--- config.mk ---
export PLATFORM = sky130hd
export DESIGN_NAME = muldiv_seq
export DESIGN_NICKNAME = d
export VERILOG_FILES = /design/src/rtl/muldiv_seq.sv
export SDC_FILE = /design/constraint.sdc
export NUM_CORES = 1
export LEC_CHECK = 0
export CORE_MARGIN = 2
export CORE_UTILIZATION = 40
export CTS_BUF_LIST = sky130_fd_sc_hd__clkbuf_4 sky130_fd_sc_hd__clkbuf_8
export DETAILED_ROUTE_END_ITERATION = 8
export GPL_TIMING_DRIVEN = 0
export HOLD_SLACK_MARGIN = 0.1
export SLEW_MARGIN = 20
export SYNTH_ARGS = -nofsm -noshare
export SYNTH_HDL_FRONTEND = slang
export SYNTH_SLANG_ARGS = --single-unit
--- constraint.sdc ---
create_clock -name clk -period 6.25 [get_ports clk]
set_input_delay 0.625 -clock clk [delete_from_list [all_inputs] [get_ports clk]]
set_output_delay 0.625 -clock clk [all_outputs]
set_load 0.005 [all_outputs]
--- src/rtl/muldiv_seq.sv ---
// Multi-cycle RV32M multiply/divide sequencer: one bit per cycle over a shared 33-bit add/sub.
// Optional build macro MULDIV_EARLY_OUT_EN lets trivial operations skip the iteration phase.
module muldiv_seq #(
    parameter int XLEN  = 32,
    parameter int CNT_W = 5
) (
    input  logic            clk,
    input  logic            reset,
    input  logic            in_valid,
    output logic            in_ready,
    input  logic [2:0]      funct3,
    input  logic [XLEN-1:0] srcA,
    input  logic [XLEN-1:0] srcB,
    input  logic            flush,
    output logic            out_valid,
    input  logic            out_ready,
    output logic [XLEN-1:0] result,
    output logic            busy
);

    if (XLEN != 32 || CNT_W != $clog2(XLEN)) begin : g_param_check
        $error("muldiv_seq supports only XLEN=32 with CNT_W=5");
    end

    localparam logic [1:0] S_IDLE = 2'd0;
    localparam logic [1:0] S_CALC = 2'd1;
    localparam logic [1:0] S_FIX  = 2'd2;
    localparam logic [1:0] S_DONE = 2'd3;

    logic [1:0]        state_reg, state_next;
    logic [CNT_W-1:0]  cnt_reg;
    logic [2:0]        op_reg;
    logic [XLEN-1:0]   a_reg, b_reg, acc_reg, q_reg, result_reg;
    logic              a_neg_reg, b_neg_reg, dz_reg, ovf_reg, mz_reg;

    logic              accept, a_signed, b_signed, a_neg_in, b_neg_in;
    logic              dz_in, ovf_in, mz_in, early;
    logic [XLEN-1:0]   a_mag_in, b_mag_in, mul_addend;
    logic [XLEN:0]     addsub_a, addsub_b, addsub_sum;
    logic [XLEN-1:0]   acc_step, q_step, fix_val, rem_mag;
    logic [2*XLEN-1:0] prod_mag, prod_sgn;

    assign in_ready  = (state_reg == S_IDLE);
    assign out_valid = (state_reg == S_DONE);
    assign busy      = (state_reg != S_IDLE);
    assign result    = result_reg;
    assign accept    = in_ready & in_valid & ~flush;

    // MULHU/DIVU/REMU are fully unsigned; MULHSU keeps only srcA signed.
    assign a_signed = ~(funct3 == 3'b011 || funct3 == 3'b101 || funct3 == 3'b111);
    assign b_signed = (funct3 == 3'b000 || funct3 == 3'b001 || funct3 == 3'b100 || funct3 == 3'b110);
    assign a_neg_in = a_signed & srcA[XLEN-1];
    assign b_neg_in = b_signed & srcB[XLEN-1];
    assign a_mag_in = a_neg_in ? -srcA : srcA;
    assign b_mag_in = b_neg_in ? -srcB : srcB;

    assign dz_in  = funct3[2] & (srcB == '0);
    assign ovf_in = funct3[2] & ~funct3[0] & (srcA == {1'b1, {(XLEN-1){1'b0}}}) & (&srcB);
    assign mz_in  = ~funct3[2] & ((srcA == '0) | (srcB == '0));

`ifdef MULDIV_EARLY_OUT_EN
    assign early = dz_in | ovf_in | mz_in;
`else
    assign early = 1'b0;
`endif

    for (genvar gi = 0; gi < XLEN; gi++) begin : g_mul_addend
        assign mul_addend[gi] = a_reg[gi] & q_reg[0];
    end

    // Multiply: {acc,q} is the product shifting right. Divide: q holds the dividend
    // shifting left into acc (the remainder), quotient bits entering at q[0].
    always_comb begin
        addsub_a   = op_reg[2] ? {acc_reg, q_reg[XLEN-1]} : {1'b0, acc_reg};
        addsub_b   = op_reg[2] ? {1'b0, b_reg} : {1'b0, mul_addend};
        addsub_sum = op_reg[2] ? (addsub_a - addsub_b) : (addsub_a + addsub_b);
        if (op_reg[2]) begin
            if (!addsub_sum[XLEN]) begin
                acc_step = addsub_sum[XLEN-1:0];
                q_step   = {q_reg[XLEN-2:0], 1'b1};
            end else begin
                acc_step = addsub_a[XLEN-1:0];
                q_step   = {q_reg[XLEN-2:0], 1'b0};
            end
        end else begin
            acc_step = addsub_sum[XLEN:1];
            q_step   = {addsub_sum[0], q_reg[XLEN-1:1]};
        end
    end

    always_comb begin
        prod_mag = {acc_reg, q_reg};
        prod_sgn = (a_neg_reg ^ b_neg_reg) ? -prod_mag : prod_mag;
        // With a zero divisor the remainder is the dividend, also on the early-out path.
        rem_mag  = dz_reg ? a_reg : acc_reg;
        fix_val  = '0;
        case (op_reg)
            3'b000:                 fix_val = prod_sgn[XLEN-1:0];
            3'b001, 3'b010, 3'b011: fix_val = prod_sgn[2*XLEN-1:XLEN];
            3'b100, 3'b101: begin
                if (ovf_reg)     fix_val = {1'b1, {(XLEN-1){1'b0}}};
                else if (dz_reg) fix_val = '1;
                else             fix_val = (a_neg_reg ^ b_neg_reg) ? -q_reg : q_reg;
            end
            default: begin
                if (ovf_reg) fix_val = '0;
                else         fix_val = a_neg_reg ? -rem_mag : rem_mag;
            end
        endcase
        if (mz_reg) fix_val = '0;
    end

    always_comb begin
        state_next = state_reg;
        case (state_reg)
            S_IDLE: if (in_valid) state_next = early ? S_FIX : S_CALC;
            S_CALC: if (cnt_reg == '0) state_next = S_FIX;
            S_FIX:  state_next = S_DONE;
            default: if (out_ready) state_next = S_IDLE;
        endcase
        if (flush) state_next = S_IDLE;
    end

    always_ff @(posedge clk) begin
        if (reset) begin
            state_reg  <= S_IDLE;
            cnt_reg    <= '0;
            op_reg     <= '0;
            a_reg      <= '0;
            b_reg      <= '0;
            acc_reg    <= '0;
            q_reg      <= '0;
            a_neg_reg  <= 1'b0;
            b_neg_reg  <= 1'b0;
            dz_reg     <= 1'b0;
            ovf_reg    <= 1'b0;
            mz_reg     <= 1'b0;
            result_reg <= '0;
        end else begin
            state_reg <= state_next;
            if (accept) begin
                cnt_reg   <= {CNT_W{1'b1}};
                op_reg    <= funct3;
                a_reg     <= a_mag_in;
                b_reg     <= b_mag_in;
                acc_reg   <= '0;
                q_reg     <= funct3[2] ? a_mag_in : b_mag_in;
                a_neg_reg <= a_neg_in;
                b_neg_reg <= b_neg_in;
                dz_reg    <= dz_in;
                ovf_reg   <= ovf_in;
                mz_reg    <= mz_in;
            end else if (state_reg == S_CALC) begin
                acc_reg <= acc_step;
                q_reg   <= q_step;
                if (cnt_reg != '0) cnt_reg <= cnt_reg - CNT_W'(1);
            end
            if (state_reg == S_FIX && !flush) result_reg <= fix_val;
        end
    end

endmodule

# Word level (Yosys, flattened, before mapping)
# Index checks and enable logic that the tools add are counted.
# W data, S select, Z words.
[word_totals]
ff_bits = 175
in_bits = 72
out_inout_bits = 35
word_cells = 138
[op_classes]
add_sub_neg = 8
eq_ne = 17
n_mux = 28
bitwise_logic = 47
n_reduce_logical = 25
[op_table]
columns = ["op", "count"]
rows = [
  ["$mux W32", 16],
  ["$neg A32 Y32", 4],
  ["$pmux W32 S3", 1],
  ["$mux W33", 2],
  ["$logic_not A32 Y1", 2],
  ["$mux W64", 1],
  ["$neg A64 Y64", 1],
  ["$and A1 B1 Y1", 41],
  ["$add A33 B32 Y33", 1],
  ["$sub A33 B32 Y33", 1],
  ["$eq A32 B32 Y1 const B", 1],
  ["$reduce_and A32 Y1", 1],
  ["$eq A3 B3 Y1 const B", 6],
  ["$mux W5", 3],
  ["$eq A3 B2 Y1 const B", 3],
  ["$eq A3 B1 Y1 const B", 2],
  ["$logic_not A3 Y1", 2],
  ["$mux W2", 3],
  ["$pmux W2 S3", 1],
  ["$reduce_bool A2 Y1", 3],
  ["$reduce_or A2 Y1", 3],
  ["$logic_not A5 Y1", 1],
  ["$logic_or A1 B1 Y1", 5],
  ["$reduce_bool A5 Y1", 1],
  ["other kinds (15)", 20],
]

# Longest topological paths before layout
# Gate-level depths: netlist (run 1).
[logic_depth]
ltp_word = 8
ltp_mapped = 28
ltp_nobuf = 23

# Worst setup path after synthesis (run 1)
# No wires, ideal clock.
[synth_timing]
kind = "register to register"
start = "reg op_reg[2]"
end = "reg acc_reg[16]"
setup_ns = 0.129
arrival_ns = 6.292
slack_ns = -0.170
path_stages_with_launch = 28
n_path_buf = 6
period_less_slack_ns = 6.420
path_cell_list = "dfxtp_1 -> buf_2 -> clkbuf_1 -> clkbuf_1 -> buf_1 -> clkbuf_1 -> clkbuf_1 -> a22oi_1 -> ha_1 -> inv_1 -> a221o_1 -> nor4_4 -> o2111ai_2 -> or3_1 -> a221o_1 -> xor2_1 -> nor2_1 -> a21oi_1 -> ha_1 -> nand2_1 -> o21ai_0 -> a221oi_1 -> o21ai_0 -> a211oi_1 -> xnor2_1 -> mux2_2 -> a221oi_1 -> nor2_1"
[synth_between]
elab_chain_cells = 5
elab_cells_between_ends = 7
cone_classes = "add/sub (2); mux (5)"
[synth_rtl]
columns = ["item", "line_no", "text"]
rows = [
  ["from (decl)", "32", "logic [2:0] op_reg;"],
  ["from (signal assigned)", "143", "op_reg <= funct3;"],
  ["$mux W33 or $mux W32 (tied branches)", "74, 75", ""],
  ["$add A33 B32 Y33 or $sub A33 B32 Y33 (tied branches)", "76", "addsub_sum = op_reg[2] ? (addsub_a - addsub_b) : (addsub_a + addsub_b);"],
  ["$mux W33", "76", ""],
  ["$mux W32", "78", "if (!addsub_sum[XLEN]) begin"],
  ["$mux W32 (*)", "77", "if (op_reg[2]) begin"],
  ["to (signal assigned)", "154", "acc_reg <= acc_step;"],
  ["to (decl)", "33", "logic [XLEN-1:0] a_reg, b_reg, acc_reg, q_reg, result_reg;"],
]
# Mark *: on every way between the ends. The rest lies on a longest branch, timed or not.
# A chain may end at the register's enable or synchronous reset.

# Final worst setup path (run 1)
[layout_timing]
start = "reg q_reg[0]"
end = "reg acc_reg[30]"
[layout_between]
elab_chain_cells = 6
elab_cells_between_ends = 38
cone_classes = "add/sub (2); mux (4); bitwise (32)"
[layout_rtl]
columns = ["item", "line_no", "text"]
rows = [
  ["from (decl)", "33", ""],
  ["from (signal assigned)", "147", "q_reg <= funct3[2] ? a_mag_in : b_mag_in;"],
  ["from (signal assigned)", "155", "q_reg <= q_step;"],
  ["$and A1 B1 Y1", "68", "assign mul_addend[gi] = a_reg[gi] & q_reg[0];"],
  ["$mux W32 (*)", "75", "addsub_b = op_reg[2] ? {1'b0, b_reg} : {1'b0, mul_addend};"],
  ["$add A33 B32 Y33 or $sub A33 B32 Y33 (tied branches)", "76", ""],
  ["$mux W33 (*)", "76", ""],
  ["$mux W32", "78", ""],
  ["$mux W32 (*)", "77", ""],
]
# Marked as above.

==> results.md, run 1 <==
- LEAKAGE: between 0.006 and 0.007 uW
- Sequential area share after synthesis: 22.4%
- HP Start: result[21]$_SDFFE_PP0P_
- Vias in the first global route: 16086
- Critical Path Start Type: flop
- CTS root buf: clkbuf_8
- Main synth FF type: dfxtp_1
- Post-synth EDFFs: 0
- Mux share of post-synthesis cell area: 8.49%
- Largest net degree at the start of global routing: 20
- CP delay by family, top: compound AO/OA/AOI/OAI gates
- Port bufs: between 100 and 150
- CTS buffer count: 17
- Maxcap violations: 0
- Hold depth: 2
- Area grow syn2layout: 16.9%
- Area after DPL: between 0.015 and 0.02 sq mm
- Crit-path max cell delay: about 0.50 ns
- Chip height: 202 um
- GRT Total Usage: 33.9%
- Ys Warns: 0
- Mean Syn Cell Area: 7.35 sq um
- Pwr per Cell Area: approximately 250 mW/mm^2
- Drt pass-1 iters: 6
- Most common cell after layout, fill and taps aside: nand2_1
- CTS tree: done
- Final hold violations: 0
- WS Path Type: flop to flop
- CTS Buffer Depth: 2
- Core ar.: a little under 0.04 sq mm
- Initial DRC Count: 1615
- Slew @ Worst Pin: 1.11 ns
- Synth Area in Simple Gates: 20.8%
- Reg2reg start: q_reg[0]$_SDFFE_PP0P_
- Overflow after GRT: 0
- Asr flop ratio synth: 0%
- # IOs: between 100 and 150
- Critical R2R Capture: acc_reg[30]$_SDFFE_PP0P_
- Critical path depth in cells: 23
- Post-Synth Adder-Cell Area: 3.80%
- DP HPWL: 56.5 mm
- Worst-path clk slew: around 0.11 ns
- Critical path capture point type: flop
- # rows: 72
- Slew HR: 25.8%
- Initial Util: 40.5%
- Count of pins over their slew limit: 0
- Routed Antenna Nets: 0
- Power, Total: 4660 uW
- Mapped cell area: about 0.016 sq mm
- Final std cells w/o fill: 2800
- Final period utilization: a little over nine tenths
- Die Area: 0.0407 sq mm
- Hold crit path type: flop to flop
- Total Routed Length: 70.2 mm
- Critical-path cell list: buf_2, nor2b_1, clkbuf_1, a22o_1, inv_1, ha_2, inv_1, a221o_1, buf_4, nand3b_1, o21ai_0, a221o_1, o21ai_0, ha_1, and2_1, a221oi_2, a2111oi_4, o2111a_1, or3_1, a31oi_1, o31ai_1, xor2_1, a211o_1
- VDD IR max: 143 uV
- Most frequent cells in the layout: nand2_1, o21ai_0, nor2_1
- Post-synth net total: 2248
- FF/Latch Area: 0.00351 sq mm
- R2R Setup Slk: 0.21 ns
- Drt via density: 6.23
- Fmax: 0.166 GHz
- Worst-path maximum fanout: 10
- Slowest-stage cell, CP: or3_1
- Worst EP required: 6.69 ns
- Final min period: 6.04 ns
- Fin area: ~0.018 sq mm
- Synth Area in Compound Gates: 27.7%
- Multi-input logic area: 0.0116 sq mm
- Via count: 17450
- Fill cells: 3910
- Clock sinks: between 150 and 200
- Detailed-route DRC error count: 0
- H-tree depth: 4
- Mapped Cells: 2129
- Reg2reg path depth: 23
- Die W: 202 um
- Flops & latches, synth: 175
- Cells after DPL: 2752
- XOR/XNOR Fraction of Synth Area: 11.5%
- Outcome: completed
- GP Congestion: 0.974
- Worst path buffer plus inverter count: 5
- Final Setup Violations: 0
- Worst-Skew Late Latency: ~0.54 ns
- Post-layout nets: around 2400
- Skew final: 0.0251 ns
- First-pass GRT wire length: ~100 mm
- Endpoint with the worst hold slack: result[21]$_SDFFE_PP0P_
- WL per Instance: 25.1 um
- Critical Path AT: approximately 6.5 ns
- Largest family of logic cells by synthesized area: compound AO/OA/AOI/OAI gates
- Layout cell share with drive strength beyond 1: 8.55%
- Distinct cells, synth: 87
- Initial antenna violation count: 0
synth_stat cells (all sizes together) (33+ instances only):
cell    instances  area share (%)
mux2           39             2.8
o31ai          33             1.6
xor2          101             5.7
nand2         238             5.7
nor3           66             2.3
a21oi         151             4.8
xnor2         103             5.8
nor2          190             4.6
o21ai         249             8.0
ha             46             3.7
dfxtp         175              22
clkbuf        148             3.6
inv            35            0.84
mux2i          89             5.7
layer usage:
layer | GRT usage [%] | part of all wire [%] | vias up
li1 | - | - | 8038
met1 | 45.9 | 43 | 8376
met2 | 52.6 | 44 | 871
met3 | 5.06 | 8.3 | 165
met4 | 16.7 | 5.2 | 0
met5 | 0 | 0 | -
final cells by class:
class / instances / share of cell area (%)
inverter: 36 / 0.738
multi-input combinational: 1742 / 63.4
timing repair buffer: 125 / 6.72
clock inverter: 15 / 1.18
sequential: 175 / 19.2
clock buffer: 17 / 1.28
tap: 518 / 3.54
antenna: 1 / 0.0137
buffer: 171 / 4.02
how the worst max path moves through the flow:
stage	start	end	slack, ns
2_1_floorplan	op_reg[2]$_SDFFE_PP0P_	acc_reg[16]$_SDFFE_PP0P_	0.03
3_3_place_gp	op_reg[2]$_SDFFE_PP0P_	q_reg[0]$_SDFFE_PP0P_	-2.21
3_5_place_dp	op_reg[2]$_SDFFE_PP0P_	acc_reg[30]$_SDFFE_PP0P_	-2.03
4_1_cts	op_reg[2]$_SDFFE_PP0P_	acc_reg[16]$_SDFFE_PP0P_	0.02
5_1_grt	q_reg[0]$_SDFFE_PP0P_	acc_reg[30]$_SDFFE_PP0P_	-0.03
6_report	q_reg[0]$_SDFFE_PP0P_	acc_reg[30]$_SDFFE_PP0P_	0.21
metrics by stage:
stage	setup TNS (ns)	worst slack (ns)	utilization, %	hold slack, ns
2_1_floorplan	0	0.0332	-	0.425
3_3_place_gp	-64.56	-2.21	44.9	0.428
3_5_place_dp	-60.51	-2.03	44.9	0.436
4_1_cts	0	0.0164	47.0	0.450
5_1_grt	-0.0322	-0.0275	47.4	0.492
6_report	0	0.210	47.4	0.449
cells by family (layout without fill, tap and decap cells):
logic type      Yosys count  in the layout
flops                   175            175
fa+ha+maj                47             47
xor+xnor                204            204
other cells               0              1
mux                     128            128
buf+inv                 212            364
compound gates          680            680
simple gates            683            683
power breakdown:
group / switching [uW] / internal, uW / leakage, uW / total [uW]
clock: 539 / 384 / 0.000222 / 923
combinational: 1540 / 897 / 0.00496 / 2440
sequential: 117 / 1180 / 0.00143 / 1300
worst register-to-register path, cell delays in order, from the launching register on:
cell and delay (ns):
dfxtp_1 0.32, buf_2 0.23, nor2b_1 0.20, clkbuf_1 0.49
a22o_1 0.35, inv_1 0.09, ha_2 0.20, inv_1 0.08
a221o_1 0.20, buf_4 0.17, nand3b_1 0.10, o21ai_0 0.09
a221o_1 0.37, o21ai_0 0.19, ha_1 0.37, and2_1 0.21
a221oi_2 0.42, a2111oi_4 0.18, o2111a_1 0.32, or3_1 0.51
a31oi_1 0.26, o31ai_1 0.13, xor2_1 0.19, a211o_1 0.28
timing repair:
action | in CTS | in global routing
gates resized for setup | 56 | 39
setup endpoints to repair | 33 | 33
buffers inserted | 14 | 6
pin swaps | 9 | 12
hold buffers | 0 | 0
endpoints found under the hold margin | 0 | 0
No activity file was read; power rests on OpenSTA's default activity.
==> run 2: changes to the inputs <==
--- a/config.mk
+++ b/config.mk
@@ -5,9 +5,10 @@
 export SDC_FILE = /design/constraint.sdc
 export NUM_CORES = 1
 export LEC_CHECK = 0
-export CORE_MARGIN = 2
+export CORE_MARGIN = 10
 export CORE_UTILIZATION = 40
 export CTS_BUF_LIST = sky130_fd_sc_hd__clkbuf_4 sky130_fd_sc_hd__clkbuf_8
+export CTS_CLUSTER_SIZE = 8
 export DETAILED_ROUTE_END_ITERATION = 8
 export GPL_TIMING_DRIVEN = 0
 export HOLD_SLACK_MARGIN = 0.1
==> results.md, run 2 (synthesis results as in run 1) <==
- CTS Buffer Depth: 2
- Worst-Skew Late Latency: ~0.53 ns
- Most common cell after layout, fill and taps aside: nand2_1
- Routed Antenna Nets: 0
- Critical path capture point type: flop
- Clock sinks: 175
- Comb pwr share: 52.7%
- Min setup slack post-route: about 0.16 ns
- N_diodes: 0
- Initial DRC Count: ~2000
- CTS buffer count: 17
- Power, Total: about 4600 uW
- Slowest-stage cell, CP: dfxtp_4
- Die Area: between 0.04 and 0.05 sq mm
- Final std cells w/o fill: approximately 2800
- CTS tree: done
- # IOs: approximately 110
- Critical Path AT: 6.49 ns
- First-pass GRT wire length: 103 mm
- Drt pass-1 iters: 5
- Area grow syn2layout: 16.6%
- Hold crit path type: flop to flop
- Switch share: 48.0%
- DP HPWL: 56.4 mm
- Via count: roughly 17000
- Worst-path maximum fanout: 19
- Initial antenna violation count: 2
- Vias in the first global route: between 15000 and 20000
- Clock power share: 18.8%
- Int Pwr: about 2400 uW
- Skew final: around 0.023 ns
- LEAKAGE: 0.00660 uW
- Detailed-route DRC error count: 0
- Crit-path max cell delay: 0.40 ns
- Layout cell share with drive strength beyond 1: 8.71%
- WS Path Type: flop to flop
- Final min period: 6.09 ns
- Fmax: 0.164 GHz
- Final hold violations: 0
- Count of pins over their slew limit: 0
- Worst EP required: 6.65 ns
- Setup slack at placement: -2.03 ns
- WHS: 0.440 ns
- Worst-path clk slew: 0.13 ns
- Core ar.: 0.0386 sq mm
- Most used cell, CP: clkbuf_8
- Final period utilization: between 90% and 100%
- Reg power frac: 28.5%
- GP Congestion: 1.03
- GRT Total Usage: between 20% and 30%
- H-tree depth: 4
- # rows: a little over 70
- Critical Path Start Type: flop
- Hold-fix buffers, CTS: 0
- Largest net degree at the start of global routing: 21
- VDD IR max: ~140 uV
- Total Routed Length: 70.0 mm
- Drt via density: approximately 6.2
- Overflow after GRT: 0
- Final Setup Violations: 0
- Port bufs: approximately 110
- Initial Util: 40.5%
- Slew @ Worst Pin: 1.12 ns
- Outcome: completed
- WL per Instance: 25.0 um
- Slew HR: 25.2%
- CTS root buf: clkbuf_8
- Psw: roughly 2200 uW
- Pwr per Cell Area: 250 mW/mm^2
- Cells after DPL: 2752
- Post-layout nets: 2391
- Most frequent cells in the layout: nand2_1, o21ai_0, nor2_1
- Die W: 218 um
- Chip height: 218 um
- Maxcap violations: 0
-- run 2: power groups by stage --
stage / logic, uW / clock network (uW) / registers (uW)
2_1_floorplan: 1520 / 0 / 1260
3_3_place_gp: 2150 / 0 / 1310
3_5_place_dp: 2160 / 0 / 1320
4_1_cts: 2270 / 854 / 1290
5_1_grt: 2580 / 895 / 1300
6_report: 2400 / 859 / 1300
-- run 2: critical path: cells and delay by family, from the launching register on --
family	cells	cell delay [ns]
compound gates	8	1.64
xor+xnor	2	0.43
fa+ha+maj	2	0.54
buf+inv	8	1.24
flops	1	0.40
mux	1	0.34
simple gates	7	1.35
-- run 2: through the flow --
stage	cell area, sq um	setup TNS, ns	util [%]
global route	18300	-0.00162	47.2
detailed placement	17400	-58.94	44.9
finish	18300	0	47.2
floorplan	15700	0	-
CTS	18100	0	46.8
global placement	17400	-57.73	44.9
-- run 2: worst paths after layout --
kind | from | to | slack, ns | cells after the start
setup / recovery | op_reg[2]$_SDFFE_PP0P_ | acc_reg[16]$_SDFFE_PP0P_ | 0.16 | 28
hold / removal | result[24]$_SDFFE_PP0P_ | result[24]$_SDFFE_PP0P_ | 0.44 | 2
setup reg to reg | op_reg[2]$_SDFFE_PP0P_ | acc_reg[16]$_SDFFE_PP0P_ | 0.16 | 28
hold reg to reg | result[24]$_SDFFE_PP0P_ | result[24]$_SDFFE_PP0P_ | 0.44 | 2
-- run 2: layer usage --
| metal | GRT usage, % | vias to the layer above | part of all wire [%] | routed length [um] |
|---|---|---|---|---|
| li1 | - | 8045 | - | - |
| met4 | 11.8 | 2 | 4.3 | 3030 |
| met3 | 6.12 | 159 | 9.6 | 6730 |
| met5 | 0 | - | 0.019 | 13 |
| met2 | 44.6 | 972 | 44 | 30700 |
| met1 | 37.2 | 8251 | 42 | 29500 |
-- run 2: repair_timing --
action,in CTS,in global routing
setup endpoints to repair,33,33
gates cloned,0,0
pin swaps,6,15
resized for setup,51,38
setup buffers,11,12
-- run 2: final cells by class --
cell class              instances  area, sq um
plain buffers                 172          743
clock buffers                  17          234
clock inverters                15          183
fillers                      3894        20400
inverters                      36          135
multi-input cells            1742        11600
flip-flops and latches        175         3510
well taps                     518          648
repair buffers                128         1240
==> run 3: changes to the inputs <==
--- a/config.mk
+++ b/config.mk
@@ -12,6 +12,7 @@
 export DETAILED_ROUTE_END_ITERATION = 8
 export GPL_TIMING_DRIVEN = 0
 export HOLD_SLACK_MARGIN = 0.1
+export SKIP_LAST_GASP = 1
 export SLEW_MARGIN = 20
 export SYNTH_ARGS = -nofsm -noshare
 export SYNTH_HDL_FRONTEND = slang
==> results of run 3 <==
No change in the layout: final DEF, timing and power equal those of run 2.
